==> src/rtl/mmio_uart_tx_responder_pkg.sv <==
// Shared definitions for the memory-mapped UART transmitter: register word
// offsets, STATUS bit positions, transmit FSM encoding and the bus request.
package mmio_uart_tx_responder_pkg;

  // Word offsets, taken from Address[3:2]
  localparam logic [1:0] TXDATA_OFS = 2'd0;
  localparam logic [1:0] STATUS_OFS = 2'd1;
  localparam logic [1:0] DIV_OFS    = 2'd2;

  localparam int ST_EMPTY   = 0;
  localparam int ST_FULL    = 1;
  localparam int ST_OVF     = 2;
  localparam int ST_BUSY    = 3;
  localparam int ST_CNT_LSB = 8;
  localparam int ST_CNT_MSB = 14;

  typedef enum logic [1:0] {
    IDLE  = 2'd0,
    START = 2'd1,
    DATA  = 2'd2,
    STOP  = 2'd3
  } txState_t;

  typedef struct packed {
    logic [31:0] addr;
    logic        wr;
    logic [31:0] data;
  } busReq_t;

endpackage

==> src/rtl/mmio_uart_tx_responder_fifo.sv <==
// Byte FIFO feeding the serial transmitter; pointers wrap modulo DEPTH and
// the occupancy is kept in its own counter so full and empty are unambiguous.
module tx_fifo #(
  parameter  int DEPTH = 8,
  localparam int AW    = $clog2(DEPTH),
  localparam int CW    = AW + 1
) (
  input  logic          clock,
  input  logic          reset,
  input  logic          push,
  input  logic          pop,
  input  logic [7:0]    wdata,
  output logic [7:0]    rdata,
  output logic          empty,
  output logic          full,
  output logic [CW-1:0] count
);

  logic [7:0]    mem [DEPTH];
  logic [AW-1:0] rdPtr, wrPtr;

  always_ff @(posedge clock or negedge reset) begin
    if (!reset) begin
      rdPtr <= '0;
      wrPtr <= '0;
      count <= '0;
    end else begin
      if (push) wrPtr <= wrPtr + 1'b1;
      if (pop)  rdPtr <= rdPtr + 1'b1;
      if (push && !pop)      count <= count + 1'b1;
      else if (pop && !push) count <= count - 1'b1;
    end
  end

  // When full, a push lands on the slot being popped; rdata is sampled first.
  always_ff @(posedge clock) begin
    if (push) mem[wrPtr] <= wdata;
  end

  assign rdata = mem[rdPtr];
  assign empty = count == '0;
  assign full  = count == CW'(DEPTH);

endmodule

==> src/rtl/mmio_uart_tx_responder.sv <==
// Memory-bus responder beside Memoria: TX FIFO, STATUS and DIV registers,
// and an 8N1 serial transmitter with a registered output line.
module mmio_uart_tx_responder
  import mmio_uart_tx_responder_pkg::*;
#(
  parameter logic [31:0] BASE_ADDR   = 32'hFFFF_FF00,
  parameter int          FIFO_DEPTH  = 8,
  parameter int          DEFAULT_DIV = 16
) (
  input  logic        clock,
  input  logic        reset,
  input  logic [31:0] Address,
  input  logic        Wr,
  input  logic [31:0] Datain,
  output logic [31:0] Dataout,
  output logic        hit,
  output logic        tx,
  output logic        tx_busy
);

  localparam int CW = $clog2(FIFO_DEPTH) + 1;

  busReq_t req;
  assign req = '{addr: Address, wr: Wr, data: Datain};

  logic [1:0] ofs;
  logic       wrEn, pushReq, pushAcc, pop, empty, full;
  logic [7:0] rdata;
  logic [CW-1:0] count;

  assign ofs     = req.addr[3:2];
  assign hit     = req.addr[31:4] == BASE_ADDR[31:4];
  assign wrEn    = hit && req.wr;
  assign pushReq = wrEn && (ofs == TXDATA_OFS);
  assign pushAcc = pushReq && (!full || pop);

  logic unused;
  assign unused = ^{req.addr[1:0], req.data[31:16]};

  tx_fifo #(.DEPTH(FIFO_DEPTH)) uFifo (
    .clock(clock), .reset(reset), .push(pushAcc), .pop(pop),
    .wdata(req.data[7:0]), .rdata(rdata), .empty(empty), .full(full), .count(count)
  );

  txState_t    state, stateN;
  logic [15:0] baudCnt, baudN, div, baudLoad;
  logic [2:0]  bitIdx, bitN;
  logic [7:0]  shift, shiftN;
  logic        txReg, txN, overflow;

  assign baudLoad = div - 16'd1;

  always_ff @(posedge clock or negedge reset) begin
    if (!reset) begin
      state   <= IDLE;
      baudCnt <= '0;
      bitIdx  <= '0;
      shift   <= '0;
      txReg   <= 1'b1;
    end else begin
      state   <= stateN;
      baudCnt <= baudN;
      bitIdx  <= bitN;
      shift   <= shiftN;
      txReg   <= txN;
    end
  end

  // txN tracks the level of the state being entered, so tx is a clean flop.
  always_comb begin
    stateN = state;
    baudN  = baudCnt;
    bitN   = bitIdx;
    shiftN = shift;
    txN    = txReg;
    pop    = 1'b0;
    case (state)
      IDLE: if (!empty) begin
        pop = 1'b1; shiftN = rdata; baudN = baudLoad; stateN = START; txN = 1'b0;
      end
      START: if (baudCnt == '0) begin
        stateN = DATA; bitN = '0; baudN = baudLoad; txN = shift[0];
      end else baudN = baudCnt - 16'd1;
      DATA: if (baudCnt == '0) begin
        baudN = baudLoad;
        if (bitIdx == 3'd7) begin
          stateN = STOP; txN = 1'b1;
        end else begin
          shiftN = {1'b0, shift[7:1]}; bitN = bitIdx + 3'd1; txN = shift[1];
        end
      end else baudN = baudCnt - 16'd1;
      STOP: if (baudCnt == '0) begin
        if (!empty) begin
          pop = 1'b1; shiftN = rdata; baudN = baudLoad; stateN = START; txN = 1'b0;
        end else begin
          stateN = IDLE; txN = 1'b1;
        end
      end else baudN = baudCnt - 16'd1;
      default: ;
    endcase
  end

  assign tx      = txReg;
  assign tx_busy = state != IDLE;

  logic [31:0] status, rdVal;
  always_comb begin
    status = '0;
    status[ST_EMPTY] = empty;
    status[ST_FULL]  = full;
    status[ST_OVF]   = overflow;
    status[ST_BUSY]  = tx_busy;
    status[ST_CNT_MSB:ST_CNT_LSB] = 7'(count);
    case (ofs)
      STATUS_OFS: rdVal = status;
      DIV_OFS:    rdVal = {16'd0, div};
      default:    rdVal = '0;
    endcase
  end

  always_ff @(posedge clock or negedge reset) begin
    if (!reset) begin
      div      <= 16'(DEFAULT_DIV);
      overflow <= 1'b0;
      Dataout  <= '0;
    end else begin
      if (wrEn && ofs == DIV_OFS)
        div <= (req.data[15:0] == 16'd0) ? 16'd1 : req.data[15:0];
      if (pushReq && !pushAcc)
        overflow <= 1'b1;
      else if (wrEn && ofs == STATUS_OFS && req.data[ST_OVF])
        overflow <= 1'b0;
      Dataout <= (hit && !req.wr) ? rdVal : '0;
    end
  end

endmodule

==> config.mk <==
export PLATFORM = sky130hd
export DESIGN_NAME = mmio_uart_tx_responder
export DESIGN_NICKNAME = d
export VERILOG_FILES = /design/src/rtl/mmio_uart_tx_responder_pkg.sv /design/src/rtl/mmio_uart_tx_responder_fifo.sv /design/src/rtl/mmio_uart_tx_responder.sv
export SDC_FILE = /design/constraint.sdc
export NUM_CORES = 1
export LEC_CHECK = 0
export CORE_UTILIZATION = 46
export CTS_CLUSTER_DIAMETER = 60
export DETAILED_ROUTE_END_ITERATION = 6
export GPL_ROUTABILITY_DRIVEN = 0
export MAX_ROUTING_LAYER = met4
export PLACE_DENSITY = 0.68
export SETUP_SLACK_MARGIN = 0.02
export SKIP_CTS_REPAIR_TIMING = 1
export SLEW_MARGIN = 20
export SYNTH_ARGS = -nofsm -noshare
export SYNTH_HDL_FRONTEND = slang
export SYNTH_SLANG_ARGS = --single-unit
==> constraint.sdc <==
create_clock -name clock -period 5.3 [get_ports clock]
set_input_delay 1.06 -clock clock [delete_from_list [all_inputs] [get_ports clock]]
set_output_delay 1.06 -clock clock [all_outputs]
set_load 0.02 [all_outputs]
* Word level (Yosys, flattened, before mapping)
Memory sizes are Yosys's and may differ from the RTL's. Index checks and enable logic that the tools add are counted.
Cells by class: bitwise operators 0, div/mod/pow operators 0, $add $sub $neg 7, $lt $le $gt $ge 0, eq/ne operators 14, shift-type cells 0, reductions and logical operators 30, $mul 0, multiplexer cells 39
Operators with widths (number):
- 2-to-1 mux 16 bit | 4
- one-hot mux 16 bit (3 select lines) | 1
- logical NOT 16 bit | 2
- 2-to-1 mux 32 bit | 1
- 2-to-1 mux 8 bit | 4
- one-hot mux 16 bit (2 select lines) | 1
- subtractor 16 x 1 -> 16 bit (second input constant) | 2
- equality test 28 bit (second input constant) | 1
- one-hot mux 8 bit (3 select lines) | 1
- 2-to-1 mux 1 bit | 13
- inequality test 2 bit (second input constant) | 6
- AND reduction 4 bit | 3
- logical AND 1 bit | 10
- 2-to-1 mux 2 bit | 5
- adder 3 x 1 -> 3 bit (second input constant) | 3
- 2-to-1 mux 3 bit | 3
- 2-to-1 mux 4 bit | 2
- one-hot mux 2 bit (4 select lines) | 1
- nonzero test 2 bit | 4
- equality test 2 bit (second input constant) | 3
- one-hot mux 3 bit (2 select lines) | 1
- AND reduction 5 bit | 1
- adder 4 x 1 -> 4 bit (second input constant) | 1
- equality test 2 x 1 -> 1 bit (second input constant) | 2
- other kinds (11) | 15
Storage, ports and cells: ROM bits 0, RAM bits 64, register bits after elaboration 89, output and inout port bits 35, input port bits 67, memories 1, word-level logic and storage cells 102, bits in latches 0
Memories:
- uFifo.mem | depth 8, bits a word 8, read ports 1, clocked after Yosys merged registers in 0, wr ports 1, RTL line mmio_uart_tx_responder_fifo.sv:19 | logic [7:0] mem [DEPTH];

* Longest topological paths before layout
Gate-level depths: netlist of the first run.
word-level depth 10, gate-level depth with buffers 15, mapped depth without buffers 14

* Modules after synthesis
A second synthesis of the first run with hierarchy kept.
Unflattened totals: cell total of the unflattened synthesis 575, area total of the unflattened synthesis 7115.6 um^2
Modules (own cells, without submodules):
- mmio_uart_tx_responder | times used 1, seq. area each 1579.0 um^2, area each 4032.6 um^2, cells an instance 422
- tx_fifo | times used 1, seq. area each 2172.1 um^2, area each 3083.0 um^2, cells an instance 153

* Least setup slack after synthesis of the first run
Ideal clock, no wire load.
path kind in2reg, start input port Address[5], end register uFifo.count[3], required time 5174 ps, setup time 126 ps, arrival 3827 ps, buffers on the path 2, cell stages on the path 15, slack 1348 ps, cell sequence or4b_2 > nor4_1 > and3_1 > clkbuf_1 > nand2_1 > nor2_1 > buf_2 > ha_1 > inv_1 > ha_1 > a21o_1 > a21oi_1 > xnor2_1 > nor2_1 > xor2_1
On the way: word-level cells in the longest chain between the ends 7, elaborated cells between the ends (all ways) 9, classes of those cells eq/ne: 1; mux: 1; reduce/logical: 7
Ends and longest elaborated chain:
- start, declared | RTL line mmio_uart_tx_responder.sv:12 | input logic [31:0] Address,
- equality test 28 bit (*) | RTL line mmio_uart_tx_responder.sv:32 | assign hit = req.addr[31:4] == BASE_ADDR[31:4];
- logical AND 1 bit (*) | RTL line mmio_uart_tx_responder.sv:33 | assign wrEn = hit && req.wr;
- logical AND 1 bit (*) | RTL line mmio_uart_tx_responder.sv:34 | assign pushReq = wrEn && (ofs == TXDATA_OFS);
- logical AND 1 bit (*) | RTL line mmio_uart_tx_responder.sv:35 | assign pushAcc = pushReq && (!full || pop);
- named net pushAcc | RTL line mmio_uart_tx_responder.sv:27 | logic wrEn, pushReq, pushAcc, pop, empty, full;
- logical NOT 1 bit | RTL line mmio_uart_tx_responder_fifo.sv:31 | else if (pop && !push) count <= count - 1'b1;
- logical AND 1 bit | RTL line mmio_uart_tx_responder_fifo.sv:31
- nonzero test 2 bit (no line)
- end signal, assigned | RTL line mmio_uart_tx_responder_fifo.sv:30 | if (push && !pop) count <= count + 1'b1;
- end signal, assigned | RTL line mmio_uart_tx_responder_fifo.sv:31
- end, declared | RTL line mmio_uart_tx_responder_fifo.sv:16 | output logic [CW-1:0] count
The timed path passes the listed nets; every way through them passes the cells marked *. A chain may end at the register's enable or synchronous reset.

* Worst setup path in the final report of the first run
start input port Address[5], end output port hit
On the way: word-level cells in the longest chain between the ends 1
Ends and longest elaborated chain:
- equality test 28 bit | RTL line mmio_uart_tx_responder.sv:32
- end, declared | RTL line mmio_uart_tx_responder.sv:16 | output logic hit,
Every way passes these cells.

==> flow_summary.json, run 1 <==
{
  "routed_wl_mm": 15.5,
  "path_buf_inv": 2,
  "cts.sinks": 137,
  "wl_per_cell_um": 18.5,
  "rr_startpoint": "baudCnt[6]$_DFF_PN0_",
  "critPathRequiredTime_ns": 4.24,
  "relSlewSlack_pct": 36.9,
  "setup_violations": 0,
  "min_path_type": "reg2reg",
  "chipWidth_um": 125,
  "io-pin-count": 102,
  "htree_levels": 4,
  "synth_top_area_cell": "edfxtp_1",
  "drive_gt1_share_pct": 15.1,
  "vias_per_cell": 5.87,
  "critical_path_depth": 5,
  "worst_pin_slew_ns": 0.946,
  "min_period_ns": 4.27,
  "totalPowerFinal_uw": 2620,
  "portBuffers": 67,
  "crit_path_max_incr_delay_ns": 0.66,
  "power_density_nw_per_um2": 316,
  "tns_ns": 0,
  "finalMaxSlewViolations": 0,
  "rows": 44,
  "synthArstFlopShare_pct": 53.3,
  "critPathKind": "in2out",
  "yosysMostFrequentCell": "dfrtp_1",
  "fin_skew_ns": 0.00961,
  "grt_pass1_vias": 4852,
  "clock_path_buffers": 2,
  "critPathLaunch": "Address[5]",
  "grt_usage_pct": 21.8,
  "startpoint_type": "input pin",
  "hold_violations": 0,
  "cts_buffers": 17,
  "cts_tree": "built",
  "coreArea_sq_um": 14600,
  "drc": 0,
  "synth_warnings": 0,
  "ir_drop_mv": 0.210,
  "die_y_um": 125,
  "clkLatencyLatePin_ns": 0.42,
  "slowest_stage": "or4b_2",
  "rsz0062_at_grt": "false",
  "synth_top_area_share_pct": 27.6,
  "arrival_ns": 3.21,
  "path_cells": "clkdlybuf4s50_1 > or4b_2 > nor4_1 > and2_1 > clkdlybuf4s50_1",
  "r2r_setup_slack_ns": 1.37,
  "diodes": 0,
  "grt_antenna_before_repair": 0,
  "synth_area_sq_um": 6970,
  "nets": 726,
  "r2r_cells": 13,
  "grt_max_degree": 74,
  "synth_edf_count": 64,
  "ys_seq_area_share_pct": 53.8,
  "synth.distinct_cells": 70,
  "endpoint_kind": "output port",
  "initial_core_util_pct": 47.6,
  "synthFlopType": "dfrtp_1",
  "status": "finished clean",
  "cp_common_cell": "clkdlybuf4s50_1",
  "maxCapViolations": 0,
  "ant_nets": 0,
  "crit_path_end": "hit",
  "path_clk_slew_ns": 0.06,
  "leakage_uw": 0.00339,
  "avgSynthCellArea_sq_um": 12.1,
  "gr-total-overflow": 0,
  "nFillCells": 1190,
  "fmax_mhz": 234,
  "root_buffer": "clkbuf_16",
  "dr.pass1.iters": 6,
  "syn_to_final_growth_pct": 19.2,
  "reg2reg_to": "uFifo.count[3]$_DFFE_PN0P_",
  "crit_family": "simple AND/OR/NAND/NOR gates",
  "synth_cells": 578,
  "synthTopCellsByCount": "dfrtp_1, edfxtp_1, nor2_1",
  "place_hpwl_mm": 10.8,
  "drtIter0Drc": 416,
  "fin_crit_sh_pct": 80.5,
  "vias": 4919,
  "ys_top_cells_by_area": "edfxtp_1, dfrtp_1, mux4_2",
  "synth_seq_cells": 137,
  "die_area_sq_um": 15600,
  "grt_pass1_wl_mm": 25.8,
  "path_max_fanout": 2,
  "whs_ns": 0.471
}
==> sequential cells by signal, indices dropped and copies added, names as in the netlist <==
register and flops:
Dataout 16, baudCnt 16, bitIdx 3, div 16, overflow 1, shift 8
state 2, tx 1, uFifo.count 4, uFifo.mem 64, uFifo.rdPtr 3, uFifo.wrPtr 3
==> metrics by stage <==
step,util [%],instances,setup WS [ns],instance area [sq um]
detailed placement,52.9,806,0.949,7740
global route,56.7,838,0.961,8310
finish,56.7,838,1.03,8310
floorplan,-,593,1.35,7030
global placement,52.9,806,1.00,7740
CTS,56.7,838,1.02,8310
==> area by class of cell <==
type	count	area (sq um)	area share (%)
Timing Repair Buffer	74	721	8.67
Tap cell	184	230	2.77
Inverter	19	71.3	0.858
Clock buffer	18	429	5.17
Multi-Input combinational cell	392	2970	35.7
Sequential cell	137	3750	45.2
Clock inverter	14	138	1.66
==> layout by cell type (no fill, tap or decap), drive strengths merged, types with 4 or more instances in the layout <==
cell	instances
nor3	18
or3	7
a21o	4
inv	24
clkinv	4
clkbuf	18
nand4	5
dfrtp	71
buf	8
nor2	38
a21oi	22
mux2i	8
a211oi	5
a221oi	4
and2	4
a31oi	5
a22oi	12
ha	17
nand3	8
o211ai	4
o21ai	29
mux4	16
clkdlybuf4s50	66
nor4	13
or4	8
and3	8
o22ai	5
xor2	11
a22o	5
edfxtp	64
xnor2	18
clkinvlp	4
mux2	27
nand2	35
conb	16
==> per-layer routing <==
| layer | global-route usage, % | vias up | share of wire, % |
|---|---|---|---|
| met2 | 34.6 | 171 | 50 |
| met4 | 5.74 | 0 | 0.89 |
| met5 | - | - | 0 |
| li1 | - | 2276 | - |
| met1 | 28.7 | 2458 | 45 |
| met3 | 4.58 | 14 | 4.9 |
==> power by group <==
group	leakage (uW)	switching [uW]	internal, uW
Clock	0.000268	475	655
Combinational	0.00159	193	152
Sequential	0.00154	10.7	1140
==> worst min path at each step <==
stage                               from                   end  depth (start not counted)
global route              tx$_DFFE_PN1P_        tx$_DFFE_PN1P_                          2
CTS                       tx$_DFFE_PN1P_        tx$_DFFE_PN1P_                          2
detailed placement        tx$_DFFE_PN1P_        tx$_DFFE_PN1P_                          2
global placement          tx$_DFFE_PN1P_        tx$_DFFE_PN1P_                          2
finish                    tx$_DFFE_PN1P_        tx$_DFFE_PN1P_                          2
floorplan           shift[7]$_DFFE_PN0P_  shift[7]$_DFFE_PN0P_                          1
==> worst register-to-register path, stage by stage, from the launching register on <==
cell	delay, ns
dfrtp_1	0.45
or4_4	0.58
or2_2	0.31
nor4_1	0.64
a31oi_1	0.33
nor2_1	0.23
ha_1	0.21
inv_1	0.09
ha_1	0.28
a21o_1	0.18
a21oi_1	0.17
xnor2_1	0.13
nor2_1	0.07
xor2_1	0.14
==> cell families (layout without fill, tap and decap cells) <==
group           count (synthesis)  after routing  synth area share, %
mux                            51             51                 10.7
simple gates                  164            164                 13.0
xor+xnor                       29             29                 3.64
compound gates                114            114                 10.9
other cells                     1             16               0.0538
fa+ha+maj                      18             18                 3.34
flops                         137            137                 53.8
buf+inv                        64            125                 4.51
Note: power is estimated with default switching activity, not from simulation.
==> run 2: changes to the inputs <==
- PLACE_DENSITY: 0.68 -> 0.71
- clock period: 5.3 -> 3.56 ns (I/O delays scaled with it)
==> run 2 against run 1 <==
Flip-flop and latch count unchanged. Design area up 1.7%. Worst hold slack worse by 0.061 ns. Largest power group unchanged. The flow now finishes with violations (DRC). Via count up 2.7%. Combinational power up 50%. Power up 48%. Clock skew down 0.0026 ns. First-iteration DRC count up 5.8%. Largest cell class unchanged. Critical path depth up 9. Die area unchanged.
==> flow_summary.json, run 2 (synthesized netlist as in run 1, its figures left out) <==
{
  "place_ws_ns": -0.213,
  "gr-total-overflow": 0,
  "cts.sinks": 137,
  "portBuffers": 67,
  "path_max_fanout": 4,
  "grt_pass1_vias": 5043,
  "hold_violations": 0,
  "routed_wl_mm": 15.8,
  "drive_gt1_share_pct": 17.5,
  "grt_antenna_before_repair": 0,
  "dr.max_layer_used": "met4",
  "arrival_ns": 3.65,
  "rows": 44,
  "drtIter0Drc": 440,
  "coreArea_sq_um": 14600,
  "vias": 5050,
  "dr.pass1.iters": 7,
  "violations": "DRC",
  "fin_ws_ns": 0.212,
  "chipWidth_um": 125,
  "startpoint_type": "flip-flop",
  "path_clk_slew_ns": 0.06,
  "min_period_ns": 3.35,
  "nets": 746,
  "critPathRequiredTime_ns": 3.86,
  "diodes": 0,
  "grt_pass1_wl_mm": 26.1,
  "htree_levels": 4,
  "top_register": "uFifo.mem",
  "wl_per_cell_um": 18.5,
  "min_path_type": "in2async",
  "largest_reg_flops": 64,
  "ir_drop_mv": 0.325,
  "worst_pin_slew_ns": 0.919,
  "place_area_sq_um": 7890,
  "finalMaxSlewViolations": 0,
  "fmax_mhz": 299,
  "relSlewSlack_pct": 38.8,
  "cts_tree": "built",
  "r2r_setup_slack_ns": 0.21,
  "initial_core_util_pct": 47.6,
  "grt_usage_pct": 22.4,
  "fin_crit_sh_pct": 94.0,
  "ant_nets": 0,
  "mostFrequentLayoutCells": "dfrtp_1, clkdlybuf4s50_1, edfxtp_1",
  "die_area_sq_um": 15600,
  "wl_met2_mm": 7.92,
  "met3_length_um": 871,
  "setup_violations": 0,
  "status": "finished, violations left",
  "syn_to_final_growth_pct": 21.2,
  "critPathKind": "reg2reg",
  "drc": 10,
  "final_area_sq_um": 8450,
  "root_buffer": "clkbuf_16",
  "die_y_um": 125,
  "tns_ns": 0,
  "fin_skew_ns": 0.00701,
  "clkLatencyLatePin_ns": 0.43,
  "totalPowerFinal_uw": 3880,
  "place_hpwl_mm": 11.1,
  "maxCapViolations": 0,
  "cts_buffers": 17,
  "power_density_nw_per_um2": 459,
  "leakage_uw": 0.00351,
  "rsz0062_at_grt": "false",
  "vias_per_cell": 5.89,
  "mostFrequentLayoutCell": "dfrtp_1",
  "endpoint_kind": "flip-flop",
  "clock_path_buffers": 2,
  "grt_max_degree": 74,
  "io-pin-count": 102,
  "drt-met1-wl_mm": 6.78
}
==> run 2: per-stage QoR <==
stage / utilization, % / hold slack (ns) / cells
after floorplan: - / 0.416 / 593
after global placement: 53.9 / 0.464 / 826
after detailed placement: 53.9 / 0.468 / 826
after CTS: 57.7 / 0.448 / 858
after global routing: 57.7 / 0.502 / 858
final: 57.7 / 0.410 / 858
==> run 2: critical path: stages (launching register included) <==
cell	delay [ns]
dfrtp_1	0.41
inv_1	0.09
ha_1	0.17
or4b_2	0.60
nor4_2	0.22
a21oi_1	0.13
or3_1	0.40
ha_1	0.23
inv_1	0.08
ha_1	0.22
a21o_1	0.18
a21oi_1	0.16
xnor2_1	0.13
nor2_1	0.07
xor2_1	0.14
==> run 2: path summary, 6_finish.rpt <==
check                                     start                          to  cells past startpoint
max reg2reg                baudCnt[0]$_DFF_PN0_  uFifo.count[3]$_DFFE_PN0P_                     14
min reg2reg                      tx$_DFFE_PN1P_              tx$_DFFE_PN1P_                      2
max in group asynchronous                 reset        shift[6]$_DFFE_PN0P_                      1
min                                       reset          div[8]$_DFFE_PN0P_                      1
min in group clock               tx$_DFFE_PN1P_              tx$_DFFE_PN1P_                      2
max                        baudCnt[0]$_DFF_PN0_  uFifo.count[3]$_DFFE_PN0P_                     14
==> run 2: cell type report <==
type / count / area, sq um
clock buffers: 18 / 429
clock inverters: 14 / 128
fillers: 1149 / 6190
inverters: 19 / 71.3
multi-input cells: 392 / 2970
flip-flops and latches: 137 / 3750
well taps: 184 / 230
repair buffers: 94 / 873
==> run 2: report_power, final <==
part           switching [uW]  internal, uW  total [uW]  leakage, uW
Sequential               15.4          1690        1710      0.00154
Clock                     735           919        1650     0.000264
Combinational             284           234         519      0.00170
==> run 2: per-layer routing <==
layer / global-route usage (%) / vias to the layer above
met5: - / -
met2: 36.5 / 200
met4: 8.25 / 0
met3: 4.24 / 28
li1: - / 2317
met1: 27.8 / 2505
==> run 3: changes to the inputs <==
- CAP_MARGIN: default -> 20
- SETUP_SLACK_MARGIN: 0.02 -> 0.05
==> run 3 against run 2 <==
The run now ends clean. Critical endpoint unchanged. First-iteration DRC count decreased by 7.0%. Clock power about the same. Non-clock buffer count decreased by 1. Combinational power increased by 1%. Design area increased by 0.13%. Flip-flop and latch count unchanged. Largest cell class unchanged. Core utilization increased by 0.077 points. Die area unchanged. Highest routed layer unchanged. Sequential share of layout area about the same. Final cell count decreased by 0.12%.
==> flow_summary.json, run 3 (synthesized netlist as in run 1, its figures left out) <==
{
  "status": "finished clean",
  "power_density_nw_per_um2": 458,
  "maxCapViolations": 0,
  "path_clk_slew_ns": 0.06,
  "slowest_stage": "or4_4",
  "initial_core_util_pct": 47.6,
  "fin_crit_sh_pct": 96.3,
  "startpoint_type": "flip-flop",
  "vias_per_cell": 5.83,
  "place_ws_ns": -0.200,
  "whs_ns": 0.433,
  "place_area_sq_um": 7890,
  "leakage_uw": 0.00351,
  "finalMaxSlewViolations": 0,
  "relSlewSlack_pct": 39.0,
  "grt_max_degree": 74,
  "min_path_type": "in2async",
  "grt_usage_pct": 22.4,
  "die_area_sq_um": 15600,
  "place_hpwl_mm": 11.1,
  "wl_per_cell_um": 18.6,
  "nets": 745,
  "clock_path_buffers": 2,
  "portBuffers": 67,
  "coreArea_sq_um": 14600,
  "die_y_um": 125,
  "grt_pass1_wl_mm": 26.3,
  "rsz0062_at_grt": "true",
  "path_cells": "or4_4 > or2_2 > nor4_1 > buf_4 > a31oi_2 > nor2_1 > ha_1 > inv_1 > ha_1 > a21o_1 > a21oi_1 > xnor2_1 > nor2_1 > xor2_1",
  "cts_tree": "built",
  "grt_pass1_vias": 5124,
  "cts.sinks": 137,
  "io-pin-count": 102,
  "min_period_ns": 3.43,
  "fin_ws_ns": 0.131,
  "critPathRequiredTime_ns": 3.85,
  "largest_reg_flops": 64,
  "critPathKind": "reg2reg",
  "tns_ns": 0,
  "clkLatencyLatePin_ns": 0.42,
  "gr-total-overflow": 0,
  "rows": 44,
  "totalPowerFinal_uw": 3870,
  "mostFrequentLayoutCells": "dfrtp_1, clkdlybuf4s50_1, edfxtp_1",
  "mostFrequentLayoutCell": "dfrtp_1",
  "worst_pin_slew_ns": 0.915,
  "arrival_ns": 3.72,
  "drtIter0Drc": 409,
  "hold_violations": 0,
  "drc": 0,
  "path_max_fanout": 5,
  "root_buffer": "clkbuf_16",
  "grt_antenna_before_repair": 0,
  "r2r_cells": 14,
  "crit_path_max_incr_delay_ns": 0.59,
  "ant_nets": 0,
  "drive_gt1_share_pct": 17.5,
  "top_register": "uFifo.mem",
  "chipWidth_um": 125,
  "htree_levels": 4,
  "syn_to_final_growth_pct": 21.4,
  "endpoint_kind": "flip-flop",
  "ir_drop_mv": 0.388,
  "vias": 4993,
  "fmax_mhz": 292,
  "fin_skew_ns": 0.00917,
  "setup_violations": 0,
  "diodes": 0,
  "routed_wl_mm": 15.9,
  "cts_buffers": 17,
  "final_area_sq_um": 8460,
  "dr.pass1.iters": 7,
  "nFillCells": 1139
}
==> run 3: changes by cell type in the layout (fill, tap and decap cells not counted), moves of 2 or more <==
cell | previous run | this run
clkinv_2 | 0 | 2
clkinv_1 | 1 | 4
inv_6 | 4 | 6
inv_8 | 5 | 0
==> run 3: worst paths after layout <==
path / endpoint / slack, ns / start
setup / recovery: uFifo.count[3]$_DFFE_PN0P_ / 0.13 / baudCnt[7]$_DFF_PN0_
hold / removal: Dataout[8]$_DFF_PN0_ / 0.43 / reset
setup reg to reg: uFifo.count[3]$_DFFE_PN0P_ / 0.13 / baudCnt[7]$_DFF_PN0_
hold reg to reg: tx$_DFFE_PN1P_ / 0.48 / tx$_DFFE_PN1P_
max in group asynchronous: baudCnt[6]$_DFF_PN0_ / 2.50 / reset
min in group clock: tx$_DFFE_PN1P_ / 0.48 / tx$_DFFE_PN1P_
==> run 3: area by class of cell <==
cell class | instances | area [sq um] | area share [%]
flip-flops and latches | 137 | 3750 | 44.4
clock inverters | 14 | 119 | 1.40
multi-input cells | 392 | 2990 | 35.4
repair buffers | 93 | 866 | 10.2
well taps | 184 | 230 | 2.72
clock buffers | 18 | 429 | 5.07
inverters | 19 | 71.3 | 0.843
==> run 3: report_power, final <==
group | internal, uW | switching (uW) | total [uW]
Combinational | 235 | 289 | 524
Clock | 962 | 680 | 1640
Sequential | 1690 | 16.0 | 1710
==> run 3: worst max-delay path: cells and delay by family, from the launching register on <==
kind	cells	cell delay, ns
compound gates	3	0.52
xor+xnor	2	0.29
fa+ha+maj	2	0.46
buf+inv	2	0.26
flops	1	0.42
simple gates	5	1.36
==> run 3: metrics by stage <==
step | instances | util, %
6_report | 857 | 57.8
5_1_grt | 857 | 57.8
4_1_cts | 857 | 57.6
3_5_place_dp | 825 | 53.9
3_3_place_gp | 825 | 53.9
2_1_floorplan | 593 | -
==> run 3: routing by layer <==
metal	global-route usage, %	part of all wire [%]
met1	29.1	43
met2	35.1	49
met3	4.84	6.4
met4	7.68	1.3
met5	-	0
